===== src/rtl/viterbi_decoder_if.sv =====
`default_nettype none
// ============================================================================
// Module      : viterbi_decoder_if
// Description : Symbol-in / bit-out handshake bundle for viterbi_decoder.
// Revision    : 1.0 - initial release
// ============================================================================
interface viterbi_decoder_if;
    logic       enable_i;
    logic [1:0] d_in;
    logic       ready_o;
    logic       valid_o;
    logic       d_out;

    modport master (output enable_i, d_in, input ready_o, valid_o, d_out);
    modport slave  (input enable_i, d_in, output ready_o, valid_o, d_out);
endinterface
`default_nettype wire


===== src/rtl/viterbi_decoder.sv =====
`default_nettype none
// ============================================================================
// Module      : viterbi_decoder
// Description : Hard-decision 8-state register-exchange Viterbi decoder.
// Revision    : 1.0 - initial release
// ============================================================================
module viterbi_decoder #(
    parameter int TB_DEPTH = 16,
    parameter int PM_W     = 6
) (
    input  wire logic        clk,
    input  wire logic        rst,
    viterbi_decoder_if.slave bus
);
    localparam int              CNT_W     = $clog2(TB_DEPTH + 1);
    localparam logic [PM_W-1:0] C_PM_MAX  = '1;
    localparam logic [PM_W-1:0] C_PM_INIT = PM_W'(1) << (PM_W - 2);
    localparam logic [CNT_W-1:0] C_DEPTH  = CNT_W'(TB_DEPTH);

    typedef enum logic [1:0] {S_IDLE = 2'd0, S_RUN = 2'd1, S_FLUSH = 2'd2} state_t;

    state_t              state_q, state_d;
    logic [CNT_W-1:0]    cnt_q, cnt_d;
    logic [2:0]          best_q, best_d;
    logic [PM_W-1:0]     pm_q   [8];
    logic [PM_W-1:0]     pm_d   [8];
    logic [TB_DEPTH-1:0] surv_q [8];
    logic [TB_DEPTH-1:0] surv_d [8];
    logic                valid_q, valid_d;
    logic                d_out_q, d_out_d;

    logic [PM_W:0]       w_acs_pm  [8];
    logic [2:0]          w_acs_p   [8];
    logic                w_acs_bit [8];
    logic [PM_W-1:0]     w_norm    [8];
    logic [PM_W:0]       w_min;
    logic [2:0]          w_new_best;
    logic [2:0]          w_cur_best;
    logic                w_flush_bit;

    function automatic logic [1:0] branch_metric(input logic [1:0] rx, input logic [1:0] ex);
        return {1'b0, rx[0] ^ ex[0]} + {1'b0, rx[1] ^ ex[1]};
    endfunction

    // Predecessors of n are {n[1:0],b}; the bit that drives them into n is n[2]^n[0]^b.
    always_comb begin
        logic [2:0]    ns, p0, p1;
        logic          d0, d1;
        logic [PM_W:0] c0, c1;
        ns = '0; p0 = '0; p1 = '0; d0 = 1'b0; d1 = 1'b0; c0 = '0; c1 = '0;
        for (int n = 0; n < 8; n++) begin
            ns = 3'(n);
            p0 = {ns[1:0], 1'b0};
            p1 = {ns[1:0], 1'b1};
            d0 = ns[2] ^ ns[0];
            d1 = ~d0;
            c0 = {1'b0, pm_q[p0]} + (PM_W+1)'(branch_metric(bus.d_in, {d0 ^ ns[1] ^ ns[0], d0}));
            c1 = {1'b0, pm_q[p1]} + (PM_W+1)'(branch_metric(bus.d_in, {d1 ^ ns[1] ^ ns[0], d1}));
            if (c1 < c0) begin
                w_acs_pm[n]  = c1;
                w_acs_p[n]   = p1;
                w_acs_bit[n] = d1;
            end else begin
                w_acs_pm[n]  = c0;
                w_acs_p[n]   = p0;
                w_acs_bit[n] = d0;
            end
        end
    end

    always_comb begin
        w_min      = w_acs_pm[0];
        w_new_best = 3'd0;
        for (int n = 1; n < 8; n++) begin
            if (w_acs_pm[n] < w_min) begin
                w_min      = w_acs_pm[n];
                w_new_best = 3'(n);
            end
        end
    end

    always_comb begin
        logic [PM_W:0] diff;
        diff = '0;
        for (int n = 0; n < 8; n++) begin
            diff = w_acs_pm[n] - w_min;
            w_norm[n] = (diff > {1'b0, C_PM_MAX}) ? C_PM_MAX : diff[PM_W-1:0];
        end
    end

    always_comb begin
        w_cur_best = 3'd0;
        for (int n = 1; n < 8; n++) begin
            if (pm_q[n] < pm_q[w_cur_best]) w_cur_best = 3'(n);
        end
    end

    always_comb begin
        w_flush_bit = 1'b0;
        for (int i = 0; i < TB_DEPTH; i++) begin
            if (CNT_W'(i + 1) == cnt_q) w_flush_bit = surv_q[best_q][i];
        end
    end

    always_comb begin
        state_d = state_q;
        cnt_d   = cnt_q;
        best_d  = best_q;
        pm_d    = pm_q;
        surv_d  = surv_q;
        valid_d = 1'b0;
        d_out_d = 1'b0;
        case (state_q)
            S_IDLE, S_RUN: begin
                if (bus.enable_i) begin
                    state_d = S_RUN;
                    for (int n = 0; n < 8; n++) begin
                        pm_d[n]   = w_norm[n];
                        surv_d[n] = {surv_q[w_acs_p[n]][TB_DEPTH-2:0], w_acs_bit[n]};
                    end
                    if (cnt_q == C_DEPTH) begin
                        valid_d = 1'b1;
                        d_out_d = surv_q[w_acs_p[w_new_best]][TB_DEPTH-1];
                    end else begin
                        cnt_d = cnt_q + CNT_W'(1);
                    end
                end else if (state_q == S_RUN) begin
                    // Frame ended: cnt doubles as the flush down-counter.
                    state_d = S_FLUSH;
                    best_d  = w_cur_best;
                end
            end
            S_FLUSH: begin
                valid_d = 1'b1;
                d_out_d = w_flush_bit;
                if (cnt_q == CNT_W'(1)) begin
                    state_d = S_IDLE;
                    cnt_d   = '0;
                    for (int n = 0; n < 8; n++) begin
                        pm_d[n]   = (n == 0) ? '0 : C_PM_INIT;
                        surv_d[n] = '0;
                    end
                end else begin
                    cnt_d = cnt_q - CNT_W'(1);
                end
            end
            default: state_d = S_IDLE;
        endcase
    end

    always_ff @(posedge clk) begin
        if (rst) begin
            state_q <= S_IDLE;
            cnt_q   <= '0;
            best_q  <= '0;
            valid_q <= 1'b0;
            d_out_q <= 1'b0;
            for (int n = 0; n < 8; n++) begin
                pm_q[n]   <= (n == 0) ? '0 : C_PM_INIT;
                surv_q[n] <= '0;
            end
        end else begin
            state_q <= state_d;
            cnt_q   <= cnt_d;
            best_q  <= best_d;
            valid_q <= valid_d;
            d_out_q <= d_out_d;
            pm_q    <= pm_d;
            surv_q  <= surv_d;
        end
    end

    assign bus.ready_o = (state_q != S_FLUSH);
    assign bus.valid_o = valid_q;
    assign bus.d_out   = d_out_q;
endmodule
`default_nettype wire

===== src/flat_wrapper.sv =====
// flat-port wrapper written by rule: the top's interface ports become plain ports
module viterbi_decoder_flat 
#(
    parameter int TB_DEPTH = 16,
    parameter int PM_W     = 6
)
  (clk, rst, bus_enable_i, bus_d_in, bus_ready_o, bus_valid_o, bus_d_out);
  viterbi_decoder_if bus_i ();
  input  wire logic clk;
  input  wire logic rst;
  input wire logic [$bits(bus_i.enable_i)-1:0] bus_enable_i;
  input wire logic [$bits(bus_i.d_in)-1:0] bus_d_in;
  output wire logic [$bits(bus_i.ready_o)-1:0] bus_ready_o;
  output wire logic [$bits(bus_i.valid_o)-1:0] bus_valid_o;
  output wire logic [$bits(bus_i.d_out)-1:0] bus_d_out;
  assign bus_i.enable_i = bus_enable_i;
  assign bus_i.d_in = bus_d_in;
  assign bus_ready_o = bus_i.ready_o;
  assign bus_valid_o = bus_i.valid_o;
  assign bus_d_out = bus_i.d_out;
  viterbi_decoder #(.TB_DEPTH(TB_DEPTH), .PM_W(PM_W)) u_core (.clk(clk), .rst(rst), .bus(bus_i));
endmodule

===== config.mk =====
export PLATFORM = sky130hd
export DESIGN_NAME = viterbi_decoder_flat
export DESIGN_NICKNAME = d
export VERILOG_FILES = /design/src/rtl/viterbi_decoder_if.sv /design/src/rtl/viterbi_decoder.sv /design/src/flat_wrapper.sv
export SDC_FILE = /design/constraint.sdc
export NUM_CORES = 1
export LEC_CHECK = 0
export BUFFER_PORTS_ARGS = -buffer_cell sky130_fd_sc_hd__buf_4
export CORE_MARGIN = 2
export CORE_UTILIZATION = 50
export CTS_CLUSTER_DIAMETER = 40
export DETAILED_ROUTE_END_ITERATION = 10
export PLACE_DENSITY = 0.65
export SYNTH_ARGS = -nofsm -noshare
export SYNTH_HDL_FRONTEND = slang
export SYNTH_SLANG_ARGS = --single-unit

===== constraint.sdc =====
create_clock -name clk -period 29.1 [get_ports clk]
set_input_delay 2.91 -clock clk [delete_from_list [all_inputs] [get_ports clk]]
set_output_delay 2.91 -clock clk [all_outputs]
set_load 0.01 [all_outputs]

# ---- Yosys cells after proc, flatten, opt, wreduce, memory -nomap -nowiden
# Index checks and enable logic that the tools add are counted.
# Widths: inputs -> output; s select.
dict set report totals {
  regBits 188
  latchBits 0
  ramBits 0
  mem_bits_ro 0
  in_bits 5
  out_inout_bits 3
  mem_count 0
}
dict set report op_classes {
  add_sub_neg 30
  mul 0
  div 0
  order_cmp 47
  n_eq_ne 25
  shift 0
  muxes 140
  bitwise 20
  n_reduce_logical 7
}
# op count
set op_table {}
lappend op_table {{$bmux 16 s3} 10}
lappend op_table {{$mux 128} 2}
lappend op_table {{$pmux 128 s2} 1}
lappend op_table {{$mux 15} 16}
lappend op_table {{$mux 6} 20}
lappend op_table {{$add 6x2->7} 16}
lappend op_table {{$bmux 6 s3} 6}
lappend op_table {{$lt 7x7->1} 15}
lappend op_table {{$mux 7} 15}
lappend op_table {{$mux 48} 2}
lappend op_table {{$pmux 48 s2} 1}
lappend op_table {{$ge 4x4->1 const B} 17}
lappend op_table {{$mux 16} 4}
lappend op_table {{$gt 7x6->1 const B} 8}
lappend op_table {{$sub 7x7->7} 8}
lappend op_table {{$not 3->4} 13}
lappend op_table {{$lt 6x6->1} 7}
lappend op_table {{$eq 4x5->1 const A} 8}
lappend op_table {{$mux 1} 38}
lappend op_table {{$mux 3} 10}
lappend op_table {{$eq 3x5->1 const A} 4}
lappend op_table {{$mux 5} 3}
lappend op_table {{$mux 2} 7}
lappend op_table {{$not 2->4} 3}
lappend op_table {{24 further kinds} 35}

# ---- Depth between registers and ports, before layout
dict set report depth {
  depth_word 38
  ltp_mapped 81
  ltp_nobuf 74
}

# ---- Worst setup path before layout
# Ideal clock, no wire load.
dict set report synth_timing {
  path_kind {input to register}
  from {input bus_d_in[0]}
  to {register u_core.pm_q[16] (netlist bit)}
  setup_time_ns 0.122
  t_arrival_ns 18.103
  path_slack_ns 10.875
  stages 75
  path_cell_list {inv_1 -> ha_1 -> inv_1 -> ha_1 -> ha_1 -> a21oi_2 -> xnor2_1 -> inv_1 -> ha_1 -> o21a_1 -> nor2_1 -> a2111oi_4 -> nor3b_4 -> mux2i_1 -> ha_1 -> nand2b_1 -> a21oi_1 -> o41a_1 -> [39 not listed] -> inv_1 -> nor2_1 -> o41ai_1 -> or3_1 -> buf_4 -> o21ai_4 -> buf_4 -> clkbuf_1 -> mux2i_1 -> ha_1 -> inv_1 -> ha_1 -> a2111oi_0 -> nor4_2 -> maj3_2 -> a21oi_1 -> xor2_1 -> o32a_1}
}
dict set report synth_via {
  elab_chain_len 24
}
# element line_no
set synth_lines {}
lappend synth_lines {{start: declaration} flat_wrapper.sv:12} ;# input wire logic [$bits(bus_i.d_in)-1:0] bus_d_in;
lappend synth_lines {{$not 1->1 (no line)} -}
lappend synth_lines {{$add 1x1->2} viterbi_decoder.sv:42} ;# return {1'b0, rx[0] ^ ex[0]} + {1'b0, rx[1] ^ ex[1]};
lappend synth_lines {{$add 6x2->7 (on tied branches)} {viterbi_decoder.sv:57, viterbi_decoder.sv:58}}
lappend synth_lines {{$lt 7x7->1} viterbi_decoder.sv:59} ;# if (c1 < c0) begin
lappend synth_lines {{$mux 7} viterbi_decoder.sv:59}
lappend synth_lines {{$lt 7x7->1} viterbi_decoder.sv:75} ;# if (w_acs_pm[n] < w_min) begin
lappend synth_lines {{$mux 7} viterbi_decoder.sv:75}
lappend synth_lines {{$lt 7x7->1} viterbi_decoder.sv:75}
lappend synth_lines {{[8 not listed]} -}
lappend synth_lines {{$mux 7} viterbi_decoder.sv:75}
lappend synth_lines {{$lt 7x7->1} viterbi_decoder.sv:75}
lappend synth_lines {{$mux 7} viterbi_decoder.sv:75}
lappend synth_lines {{$sub 7x7->7 *} viterbi_decoder.sv:86} ;# diff = w_acs_pm[n] - w_min;
lappend synth_lines {{$gt 7x6->1} viterbi_decoder.sv:87} ;# w_norm[n] = (diff > {1'b0, C_PM_MAX}) ? C_PM_MAX : diff[PM_W-1:0];
lappend synth_lines {{$mux 6 *} viterbi_decoder.sv:87}
lappend synth_lines {{$mux 48 *} viterbi_decoder.sv:115} ;# if (bus.enable_i) begin
lappend synth_lines {{$pmux 48 s2 *} viterbi_decoder.sv:113} ;# case (state_q)
lappend synth_lines {{end signal: indexed assignment} viterbi_decoder.sv:159} ;# pm_q[n] <= (n == 0) ? '0 : C_PM_INIT;
lappend synth_lines {{end signal: assignment} viterbi_decoder.sv:168} ;# pm_q <= pm_d;
lappend synth_lines {{end: declaration} viterbi_decoder.sv:25} ;# logic [PM_W-1:0] pm_q [8];
# Mark *: on every way between the ends. The rest lies on a longest branch, timed or not. The select of a mux whose other input is x is not followed.
# A chain may end at the register's enable or synchronous reset.

# ---- Final worst setup path
dict set report layout_timing {
  from {input bus_d_in[1]}
  to {register u_core.pm_q[12] (netlist bit)}
}
dict set report layout_via {
  elab_chain_len 24
}
# element line_no
set layout_lines {}
lappend layout_lines {{$not 1->1 (no line)} -}
lappend layout_lines {{$add 1x1->2} viterbi_decoder.sv:42}
lappend layout_lines {{$add 6x2->7} viterbi_decoder.sv:58} ;# c1 = {1'b0, pm_q[p1]} + (PM_W+1)'(branch_metric(bus.d_in, {d1 ^ ns[1] ^ ns[0], d1}));
lappend layout_lines {{$lt 7x7->1} viterbi_decoder.sv:59}
lappend layout_lines {{$mux 7} viterbi_decoder.sv:59}
lappend layout_lines {{$lt 7x7->1} viterbi_decoder.sv:75}
lappend layout_lines {{$mux 7} viterbi_decoder.sv:75}
lappend layout_lines {{$lt 7x7->1} viterbi_decoder.sv:75}
lappend layout_lines {{[8 not listed]} -}
lappend layout_lines {{$mux 7} viterbi_decoder.sv:75}
lappend layout_lines {{$lt 7x7->1} viterbi_decoder.sv:75}
lappend layout_lines {{$mux 7} viterbi_decoder.sv:75}
lappend layout_lines {{$sub 7x7->7 *} viterbi_decoder.sv:86}
lappend layout_lines {{$gt 7x6->1} viterbi_decoder.sv:87}
lappend layout_lines {{$mux 6 *} viterbi_decoder.sv:87}
lappend layout_lines {{$mux 48 *} viterbi_decoder.sv:115}
lappend layout_lines {{$pmux 48 s2 *} viterbi_decoder.sv:113}
# Marks and branches as above.

==> summary.md <==
| Metric | Value |
|---|---|
| Avg Inst Size Synth | between 7 and 8 µm² |
| First-pass GRT wire length | around 100 mm |
| Detail Placement HPWL | around 49 mm |
| Footprint of the multi-input gates | 0.0144 mm² |
| Floorplan row count | 71 |
| Status | completed |
| Most common cell on crit path | ha_1 |
| Gpl congestion | around 0.99 |
| Register area share after synthesis | 19.7% |
| WL final | 65.2 mm |
| Fin. Hold Viols | 0 |
| Crit start category | input port |
| Fin crit period | approximately 21 ns |
| DR top layer | met4 |
| XOR/XNOR Fraction of Synth Area | under 10% |
| Share of the synthesized area in the top cell type | about a fifth |
| TNS Setup | 0 ns |
| Critical Path RT | 29.39 ns |
| Unrepaired setup endpoints after global routing | no |
| Fillers | between 3,000 and 4,000 |
| Critical Path Fanout Max | 25 |
| Worst-Skew Late Latency | around 0.46 ns |
| Final setup viols | 0 |
| Syn. warnings | 0 |
| Pin count of the biggest net entering global routing | between 100 and 150 |
| Die area | 0.0397 mm² |
| Critical path class | input port to flop |
| WL met3 | around 6.0 mm |
| Final ANT Viol Nets | 0 |
| Clk_skew | approximately 0.012 ns |
| Synth cell types | around 110 |
| Worst hold path type | flop to flop |
| Period Utilization, post-route | 73.3% |
| CTS tree | built |
| Top delay family on crit path | compound AO/OA/AOI/OAI gates |
| Num CTS Buffers | 17 |
| Clk buf depth | 2 |
| CP max stage cell | mux2i_1 |
| Post-CTS sizing | 0 |
| Slew margin rel. | 12.9% |
| Fin area | 0.0202 mm² |
| Synthesized cell area | approximately 0.019 mm² |
| Post-Route M1 WL | approximately 29 mm |
| Fmax | ~0.047 GHz |
| Die Span Y | ~200 µm |
| Multiplexer share of the synthesized area | between 15 and 20% |
| Core Area | 0.0376 mm² |
| Buf+Inv Stages, Crit Path | 8 |
| Vias per cell | about 6.5 |
| Clk pin slew, worst setup/hold paths | about 0.080 ns |
| Seq cells post-synth | between 150 and 200 |
| TritonCTS Sinks | 188 |
| Post-synth EDFFs | 0 |
| Vias in the first global route | about 17,000 |
| Largest family of logic cells by synthesized area | compound AO/OA/AOI/OAI gates |
| # DRC | 0 |
| Post-DP Area | roughly 0.02 mm² |
| Async SR Flop Fraction | 0% |
| Post-Synth Simple-Gate Area | around 15% |
| Synth Net Count | between 2,000 and 3,000 |
| Final slew viol count | 0 |
| Initial antenna violation count | 0 |
| Top FF cell, synth | dfxtp_1 |
| Reg area | 0.00376 mm² |
| Overall via count from detail_route | 18,520 |
| Worst Path Arrival | around 22 ns |
| Area Overhead vs Synth | 6.10% |
| Final net count | between 2,000 and 2,500 |
| Htree depth | 4 |
| Synth area leader | dfxtp_1 |
| Avg WL per Cell | roughly 23 µm |
| Layout cells sized above 1 | under 10% |
| Slew @ Worst Pin | between 1 and 1.5 ns |
| GRT Total Usage | approximately a third |
| Crit-path max cell delay | between 1 and 1.5 ns |
| First-pass DRT Iterations | 6 |
| Grt ovf | 0 |
| CTS root buf | clkbuf_16 |
| Crit end category | flop |
| Max_cap viols | 0 |
| Initial DRC Count | ~2,100 |
| Num ports | 8 |
| Hold_buf cts | 0 |
| Met2 WL | between 20 and 30 mm |
| Adder-cell area share of the yosys netlist | 10.9% |
| Post-CTS Setup Bufs | 0 |
| Synth Area in Compound Gates | 26.4% |
| Initial Util | about half |
| Top cells by area, synth | dfxtp_1 20%, mux2i_1 9.9%, ha_1 9.8%, nand2_1 5.7%, o21ai_0 5.3% |
| IO Port Bufs | 7 |
| Die X | 199 µm |
| Gate Count Post-Synth | between 2,000 and 2,500 |
-- layout by cell type, fill, tap and decap left out, types with 18 or more instances in the layout --
cell	n
a21o_1	44
nand3_1	38
nand2_1	287
nor3_1	34
o21a_1	18
ha_1	150
mux2_2	32
nor2_1	171
nand2b_1	26
a211oi_1	38
a22oi_1	28
xnor2_1	110
buf_4	47
inv_1	111
xor2_1	31
o211ai_1	25
a21oi_1	128
nor2b_1	25
o21ai_0	202
mux2i_1	187
mux4_2	32
dfxtp_1	187
-- cell families (layout without fill, tap and decap cells) --
| kind of cell | after synthesis | count (layout) |
|---|---|---|
| adders and majority gates | 169 | 169 |
| and+or+nand+nor | 659 | 659 |
| xor gates and xnor gates | 141 | 141 |
| muxes | 255 | 255 |
| DFF | 188 | 188 |
| buffers and inverters | 250 | 191 |
| other | 0 | 1 |
| AOI/OAI and AO/OA | 727 | 727 |
-- worst register-to-register path, delay by kind of cell, from the launching register on --
family	cells	cell delay, ns
DFF	1	0.66
AOI/OAI and AO/OA	26	7.40
xor gates and xnor gates	3	0.46
buffers and inverters	5	0.72
muxes	3	2.14
and+or+nand+nor	17	3.14
adders and majority gates	12	3.90
-- stage by stage --
step	instances	utilization [%]	setup slack, ns	hold slack, ns
floorplan	2389	-	10.88	0.432
detailed placement	2809	52.1	7.68	0.478
global route	2841	53.8	6.46	0.515
global placement	2809	52.1	8.49	0.467
finish	2842	53.8	7.76	0.489
CTS	2841	53.8	8.12	0.490
-- cells in the mapped netlist (28+ instances only) --
master / number
inv_1: 111
dfxtp_1: 188
nor2_1: 171
xnor2_1: 110
mux2_2: 32
nand3_1: 38
a21oi_1: 134
xor2_1: 31
clkbuf_1: 94
nor3_1: 35
a211oi_1: 38
o21ai_0: 202
ha_1: 150
mux4_2: 32
nand2_1: 287
a21o_1: 44
mux2i_1: 189
a22oi_1: 28
-- state kept, by name (all words and copies together), names as in the netlist --
register / cells
u_core.surv_q: 128
u_core.pm_q: 48
u_core.cnt_q: 5
u_core.best_q: 3
u_core.state_q: 2
u_core.bus.d_out: 1
u_core.bus.valid_o: 1
-- worst paths after layout --
path | from | end | slack, ns | depth (start not counted)
worst max-delay path | bus_d_in[1] | u_core.pm_q[12] | 7.76 | 70
worst max register to register | u_core.pm_q[31] | u_core.pm_q[12] | 10.51 | 66
worst min register to register | u_core.surv_q[25] | u_core.surv_q[25] | 0.49 | 2
worst min-delay path | u_core.surv_q[25] | u_core.surv_q[25] | 0.49 | 2
-- cell type report --
| cell class | instances | share of cell area [%] |
|---|---|---|
| Antenna cell | 1 | 0.0124 |
| Clock buffer | 17 | 2.10 |
| Clock inverter | 15 | 1.13 |
| Inverter | 112 | 2.08 |
| Multi-Input combinational cell | 1951 | 71.2 |
| Sequential cell | 188 | 18.6 |
| Tap cell | 511 | 3.16 |
| Timing Repair Buffer | 47 | 1.74 |
-- per-layer routing --
| layer | up-vias | track usage (%) |
|---|---|---|
| li1 | 8642 | - |
| met1 | 8850 | 46.3 |
| met2 | 889 | 49.4 |
| met3 | 139 | 6.23 |
| met4 | 0 | 12.8 |
| met5 | - | 0 |
Power is not shown: default switching activity piles up to over one toggle a cycle in this logic, so the estimate is an artifact.
